## src/rtl/instr_fetch.sv

```systemverilog
// rtl/instr_fetch.sv - in-order instruction fetch unit with redirect flush and decode buffer
module instr_fetch #(
    parameter logic [31:0] RESET_PC = 32'h0000_0000,
    parameter int          DEPTH    = 2
) (
    input  logic        clk,
    input  logic        reset,
    output logic        imem_req,
    output logic [31:0] imem_addr,
    input  logic        imem_ready,
    input  logic        imem_rvalid,
    input  logic [31:0] imem_rdata,
    input  logic        redirect,
    input  logic [31:0] redirect_pc,
    output logic        id_valid,
    input  logic        id_ready,
    output logic [31:0] id_instr,
    output logic [31:0] id_pc,
    output logic [6:0]  id_opcode
);

    localparam int          PW        = $clog2(DEPTH);
    localparam int          CW        = PW + 1;
    localparam logic [CW:0] DEPTH_LIM = (CW + 1)'(DEPTH);
    localparam logic [31:0] NOP_INSTR = 32'h0000_0013;

    logic [31:0]   fetch_pc_q, fetch_pc_d;
    logic [31:0]   resp_pc_q, resp_pc_d;
    logic [CW-1:0] pending_q, pending_d;
    logic [CW-1:0] discard_q, discard_d;
    logic [CW-1:0] count_q, count_d;
    logic [PW-1:0] rd_ptr_q, rd_ptr_d;
    logic [PW-1:0] wr_ptr_q, wr_ptr_d;
    logic [31:0]   fifo_pc_q [DEPTH];
    logic [31:0]   fifo_pc_d [DEPTH];
    logic [31:0]   fifo_instr_q [DEPTH];
    logic [31:0]   fifo_instr_d [DEPTH];

    logic          accept;
    logic          resp_fire;
    logic          push;
    logic          pop;
    logic          fifo_empty;
    logic [CW:0]   slots_used;
    logic [31:0]   target_pc;
    logic [31:0]   head_instr;

    // Request gate and decode-side presentation; outstanding requests plus
    // buffered words never exceed DEPTH so a response always has a slot.
    always_comb begin
        fifo_empty = (count_q == '0);
        slots_used = {1'b0, pending_q} + {1'b0, count_q};
        imem_req   = !reset && !redirect && (slots_used < DEPTH_LIM);
        imem_addr  = fetch_pc_q;
        id_valid   = !fifo_empty && !redirect;
        head_instr = fifo_empty ? NOP_INSTR : fifo_instr_q[rd_ptr_q];
        id_instr   = head_instr;
        id_pc      = fifo_empty ? 32'h0000_0000 : fifo_pc_q[rd_ptr_q];
        id_opcode  = head_instr[6:0];
    end

    // Next-state for fetch/response counters and the instruction buffer.
    always_comb begin
        accept    = imem_req && imem_ready;
        resp_fire = imem_rvalid && (pending_q != '0);
        pop       = id_valid && id_ready;
        push      = resp_fire && !redirect && (discard_q == '0);
        target_pc = {redirect_pc[31:2], 2'b00};

        fetch_pc_d   = fetch_pc_q;
        resp_pc_d    = resp_pc_q;
        pending_d    = pending_q;
        discard_d    = discard_q;
        count_d      = count_q;
        rd_ptr_d     = rd_ptr_q;
        wr_ptr_d     = wr_ptr_q;
        fifo_pc_d    = fifo_pc_q;
        fifo_instr_d = fifo_instr_q;

        if (accept && !resp_fire) begin
            pending_d = pending_q + CW'(1);
        end else if (!accept && resp_fire) begin
            pending_d = pending_q - CW'(1);
        end

        if (accept) begin
            fetch_pc_d = fetch_pc_q + 32'd4;
        end

        if (redirect) begin
            // Every still-outstanding response belongs to the old stream;
            // one arriving this very cycle is dropped outright.
            fetch_pc_d = target_pc;
            resp_pc_d  = target_pc;
            discard_d  = pending_d;
            count_d    = '0;
            rd_ptr_d   = wr_ptr_q;
        end else begin
            if (resp_fire && (discard_q != '0)) begin
                discard_d = discard_q - CW'(1);
            end
            if (push) begin
                fifo_pc_d[wr_ptr_q]    = resp_pc_q;
                fifo_instr_d[wr_ptr_q] = imem_rdata;
                wr_ptr_d               = wr_ptr_q + PW'(1);
                resp_pc_d              = resp_pc_q + 32'd4;
            end
            if (pop) begin
                rd_ptr_d = rd_ptr_q + PW'(1);
            end
            if (push && !pop) begin
                count_d = count_q + CW'(1);
            end else if (!push && pop) begin
                count_d = count_q - CW'(1);
            end
        end
    end

    // State registers; reset abandons any in-flight responses.
    always_ff @(posedge clk) begin
        if (reset) begin
            fetch_pc_q <= RESET_PC;
            resp_pc_q  <= RESET_PC;
            pending_q  <= '0;
            discard_q  <= '0;
            count_q    <= '0;
            rd_ptr_q   <= '0;
            wr_ptr_q   <= '0;
        end else begin
            fetch_pc_q <= fetch_pc_d;
            resp_pc_q  <= resp_pc_d;
            pending_q  <= pending_d;
            discard_q  <= discard_d;
            count_q    <= count_d;
            rd_ptr_q   <= rd_ptr_d;
            wr_ptr_q   <= wr_ptr_d;
        end
    end

    // Buffer storage needs no reset; occupancy alone marks valid entries.
    always_ff @(posedge clk) begin
        fifo_pc_q    <= fifo_pc_d;
        fifo_instr_q <= fifo_instr_d;
    end

endmodule

```

## config.mk

```make
export PLATFORM = sky130hd
export DESIGN_NAME = instr_fetch
export DESIGN_NICKNAME = d
export VERILOG_FILES = /design/src/rtl/instr_fetch.sv
export SDC_FILE = /design/constraint.sdc
export NUM_CORES = 1
export LEC_CHECK = 0
export ABC_AREA = 1
export CAP_MARGIN = 10
export CORE_UTILIZATION = 30
export DETAILED_ROUTE_END_ITERATION = 6
export PLACE_DENSITY = 0.47
export SLEW_MARGIN = 20
export SYNTH_ARGS = -nofsm -noshare
export SYNTH_HDL_FRONTEND = slang
export SYNTH_SLANG_ARGS = --single-unit
```

## constraint.sdc

```tcl
create_clock -name clk -period 12.7 [get_ports clk]
set_input_delay 1.27 -clock clk [delete_from_list [all_inputs] [get_ports clk]]
set_output_delay 1.27 -clock clk [all_outputs]
set_load 0.05 [all_outputs]
```

Word-level counts from Yosys, hierarchy flattened --
Cells that the tools add are included.
Storage, ports and cells: register bits 200, bits in latches 0, memory bits (writable) 0, ROM bits 0, bits of input ports 70, output and inout port bits 105, logic and storage cells 86, memories kept 0
Operators by class: add/subtract/negate cells 10, $mul 0, div/mod/pow operators 0, magnitude comparators 4, equality and inequality tests 0, shift-type cells 0, mux-type cells 24, bitwise gates (word level) 3, reduce and logical (&&, ||, !) cells 32
Operator list (number):
- $mux W32 | 13
- $bwmux W64 | 2
- $add A32 B3 Y32 const B | 2
- $demux W32 S1 | 1
- $logic_and A1 B1 Y1 | 14
- $reduce_bool A2 Y1 | 7
- $mux W2 | 6
- $logic_not A1 Y1 | 7
- $sub A2 B1 Y2 const B | 3
- $add A2 B1 Y2 const B | 2
- $ge A2 B2 Y1 const B | 2
- $logic_not A2 Y1 | 2
- $not A1 Y2 | 2
- $add A2 B2 Y3 | 1
- $lt A3 B2 Y1 const B | 1
- $add A1 B1 Y1 const B | 2
- $lt A2 B1 Y1 const B | 1
- $mux W1 | 2
- $reduce_and A2 Y1 | 1
- $reduce_or A2 Y1 | 1
- $not A1 Y1 | 1

Longest topological paths before layout --
word-level depth 9, gate-level depth with buffers 13, gate-level depth less buffers 12

Worst setup path after synthesis --
OpenSTA, ideal clock, no wires.
path kind input -> register, from in imem_rvalid, to reg fifo_instr_q[0] (netlist bit), enable pin, library setup time 484 ps, arrival 4431 ps, data required time 12216 ps, slack 7785 ps, cell stages on the path 6, path buffers 0, cell sequence inv_1 -> nor2_4 -> nand2_4 -> nor2_4 -> inv_2 -> nor2_1
On the way: cells in the longest elaborated chain, start to end 4
Ends and longest elaborated chain:
- start: declaration | RTL line 11 | input logic imem_rvalid,
- $logic_and A1 B1 Y1 | RTL line 65 | resp_fire = imem_rvalid && (pending_q != '0);
- $logic_and A1 B1 Y1 (2 in series) | RTL line 67 | push = resp_fire && !redirect && (discard_q == '0);
- $reduce_and A2 Y1 (no source line)
- end signal: assignment | RTL line 143 | fifo_instr_q <= fifo_instr_d;
- end: declaration | RTL line 36 | logic [31:0] fifo_instr_q [DEPTH];
Every way passes these cells. A chain may end at the register's enable or synchronous reset.

Final worst setup path --
from reg rd_ptr_q, to out id_opcode[5]
On the way: cells in the longest elaborated chain, start to end 5
Ends and longest elaborated chain:
- start: declaration | RTL line 32 | logic [PW-1:0] rd_ptr_q, rd_ptr_d;
- start signal: assignment | RTL line 135 | rd_ptr_q <= rd_ptr_d;
- $not A1 Y2 (implied by the code) | RTL line 56 | head_instr = fifo_empty ? NOP_INSTR : fifo_instr_q[rd_ptr_q];
- $mux W32 (implied by the code) (3 in series) | RTL line 56
- $mux W32 | RTL line 56
- end: declaration | RTL line 19 | output logic [6:0] id_opcode
Every way passes these cells. The select of a mux whose other input is x is not followed.

==> flow_summary.ini <==
[outcome]
status = finished, final reports clean

[clock_network]
clkLatencyLatePin_ns = 0.44
clkTransAtPathRegs_ns = 0.07
cts_buffers = 17
cts_hold_buf = 0
clockBufferDepth = 2
clock-sinks = 192
postCtsSetupBuffers = 0
postCtsResizedCells = 0
cts-root-buf = clkbuf_16
h-tree-depth = 4
cts_tree = done

[drt]
drt_iter0_markers = 467
routedWlPerCell_um = 16.1
drc = 0
ant_nets = 0
drt_wl_total_mm = 26.4
viasPerCell = 4.64
vias = 7598
first_pass_iters = 5

[critical_path]
crit_slowest_cell = clkdlybuf4s50_1
slowest_delay_ns = 0.85
critical_path_arrival_ns = 3.02
crit_required_ns = 11.43
cp_cell_sequence = buf_4, inv_2, buf_4, nand2_1, a21oi_1, clkdlybuf4s50_1
cp-start-kind = flip-flop
crit_path_frequent_cell = buf_4
worst-path-max-fanout = 64
worstSetupPathType = reg -> out
cp-end-kind = primary output

[yosys]
synthArstFlopShare_pct = 0
yosysSeqAreaShare_pct = 54.4
synth_flop_cell = edfxtp_1
syn_area_per_cell_um2 = 8.61
synth_cell_types = 47
synth_area_um2 = 9350
ys_seq_elements = 192
synthCells = 1086
synth-edff-count = 124
ys_warn_count = 0

[final_layout]
n_antenna_cell = 0
layout.nets = 1306
final_area_um2 = 11900
drive_above_1_share_pct = 8.05
final_common_cell = nand2_1
syn_to_final_growth_pct = 27.4
layout_common_cells = 346 x nand2_1, 166 x clkdlybuf4s50_1, 124 x edfxtp_1

[sta]
min_period_ns = 4.29
relSlewSlack_pct = 40.9
setup_viol = 0
min_period_over_period_pct = 33.8
tns_ns = 0
setup_ws_ns = 8.41
hold-worst-slack_ns = 0.530
hold_violations = 0
slew_viol_final = 0
worst_slew_pin_slew_ns = 0.886
finClkSkew_ns = 0.0203
fmax_ghz = 0.233
rsz0062_at_grt = false

[pwr]
power_leakage_nw = 4.30
ir_drop_v = 0.000101
finalPower_mw = 1.48
powerDensity_nw_per_um2 = 124

[global_routing]
grt.met3_usage_pct = 2.83
antenna_found_initial = 0
grt_max_degree = 65
met2_usage_pct = 26.7
grt.met1_usage_pct = 23.4
grt_pass1_wl_mm = 40.3
grt_pass1_vias = 7077
grt-busiest-layer = met2
grt_usage_pct = 16.8
grt_overflow = 0

[placed_design]
gp_congestion = 0.843
port_buffers = 168
dpl.hpwl_mm = 17.9
place_ws_ns = 8.48
dpl_cell_area_um2 = 11300

[die]
core_um2 = 30600
design.die.area_um2 = 31900
start_util_pct = 30.6
fp.dieW_um = 178
die_h_um = 178
ios = 175
num_rows = 64

[hold_path]
min_path_type = reg -> reg

[job]
cap_violations = 0
==> worst max-delay path, delay by kind of cell (launching register included) <==
kind | cells | cell delay, ns
buf+inv | 4 | 1.86
compound gates | 1 | 0.25
simple gates | 1 | 0.10
flops | 1 | 0.31
==> area by class of cell <==
| class | instances | area (µm²) |
|---|---|---|
| clock buffers | 17 | 425 |
| clock inverters | 14 | 170 |
| fillers | 3127 | 18700 |
| inverters | 91 | 342 |
| multi-input cells | 754 | 3670 |
| flip-flops and latches | 192 | 5090 |
| well taps | 396 | 495 |
| repair buffers | 174 | 1720 |
==> path summary, 6_finish.rpt <==
check	from	endpoint	slack [ns]	cells past startpoint
min	resp_pc_q[27]	fifo_pc_q[27]	0.53	0
min reg2reg	resp_pc_q[27]	fifo_pc_q[27]	0.53	0
max reg2reg	pending_q[0]	fifo_instr_q[5]	9.72	8
max	rd_ptr_q	id_opcode[5]	8.41	6
==> registers in the layout (all words and copies together), names as in the netlist <==
name,flops
fifo_instr_q,64
fifo_pc_q,60
imem_addr,30
resp_pc_q,30
count_q,2
discard_q,2
pending_q,2
rd_ptr_q,1
wr_ptr_q,1
==> layer usage <==
metal / wire length (µm) / part of all wire [%]
met1: 12800 / 49
met2: 11900 / 45
met3: 1430 / 5.4
met4: 255 / 0.97
met5: 0 / 0
==> kinds of logic after synthesis <==
logic type	count (synthesis)	synth area share, %
adder cells (fa/ha/maj)	6	0.884
flip-flops	192	54.4
other	1	0.0401
AND/OR/NAND/NOR	549	26.2
buffers and inverters	143	6.71
XOR/XNOR	18	1.69
AO/OA/AOI/OAI	177	10.1
==> stage by stage <==
step                      cells  util (%)
final                      1638      38.9
after CTS                  1638      38.9
after global placement     1607      37.0
after floorplan            1089         -
after global routing       1638      38.9
after detailed placement   1607      37.0
==> power breakdown <==
part | internal, mW | leakage, nW | switching (mW)
registers | 0.692 | 1.69 | 0.0258
clock network | 0.281 | 0.282 | 0.262
logic | 0.0718 | 2.33 | 0.144
==> Yosys cell counts (all sizes together), types with 2 or more instances <==
library cell	instances	share of area, %
o21ai	37	2.0
o31ai	3	0.24
a31oi	15	1.0
clkbuf	28	1.3
and2	2	0.13
a21oi	110	6.0
nand3b	3	0.24
o211ai	3	0.24
xnor2	5	0.47
buf	24	1.8
nand3	65	4.1
nand4	6	0.40
ha	5	0.67
xor2	13	1.2
nor2	109	6.0
o22ai	5	0.33
edfxtp	124	40
inv	91	3.7
dfxtp	68	15
nor3	3	0.27
nand2	357	15
(Power assumes the default switching activity.)
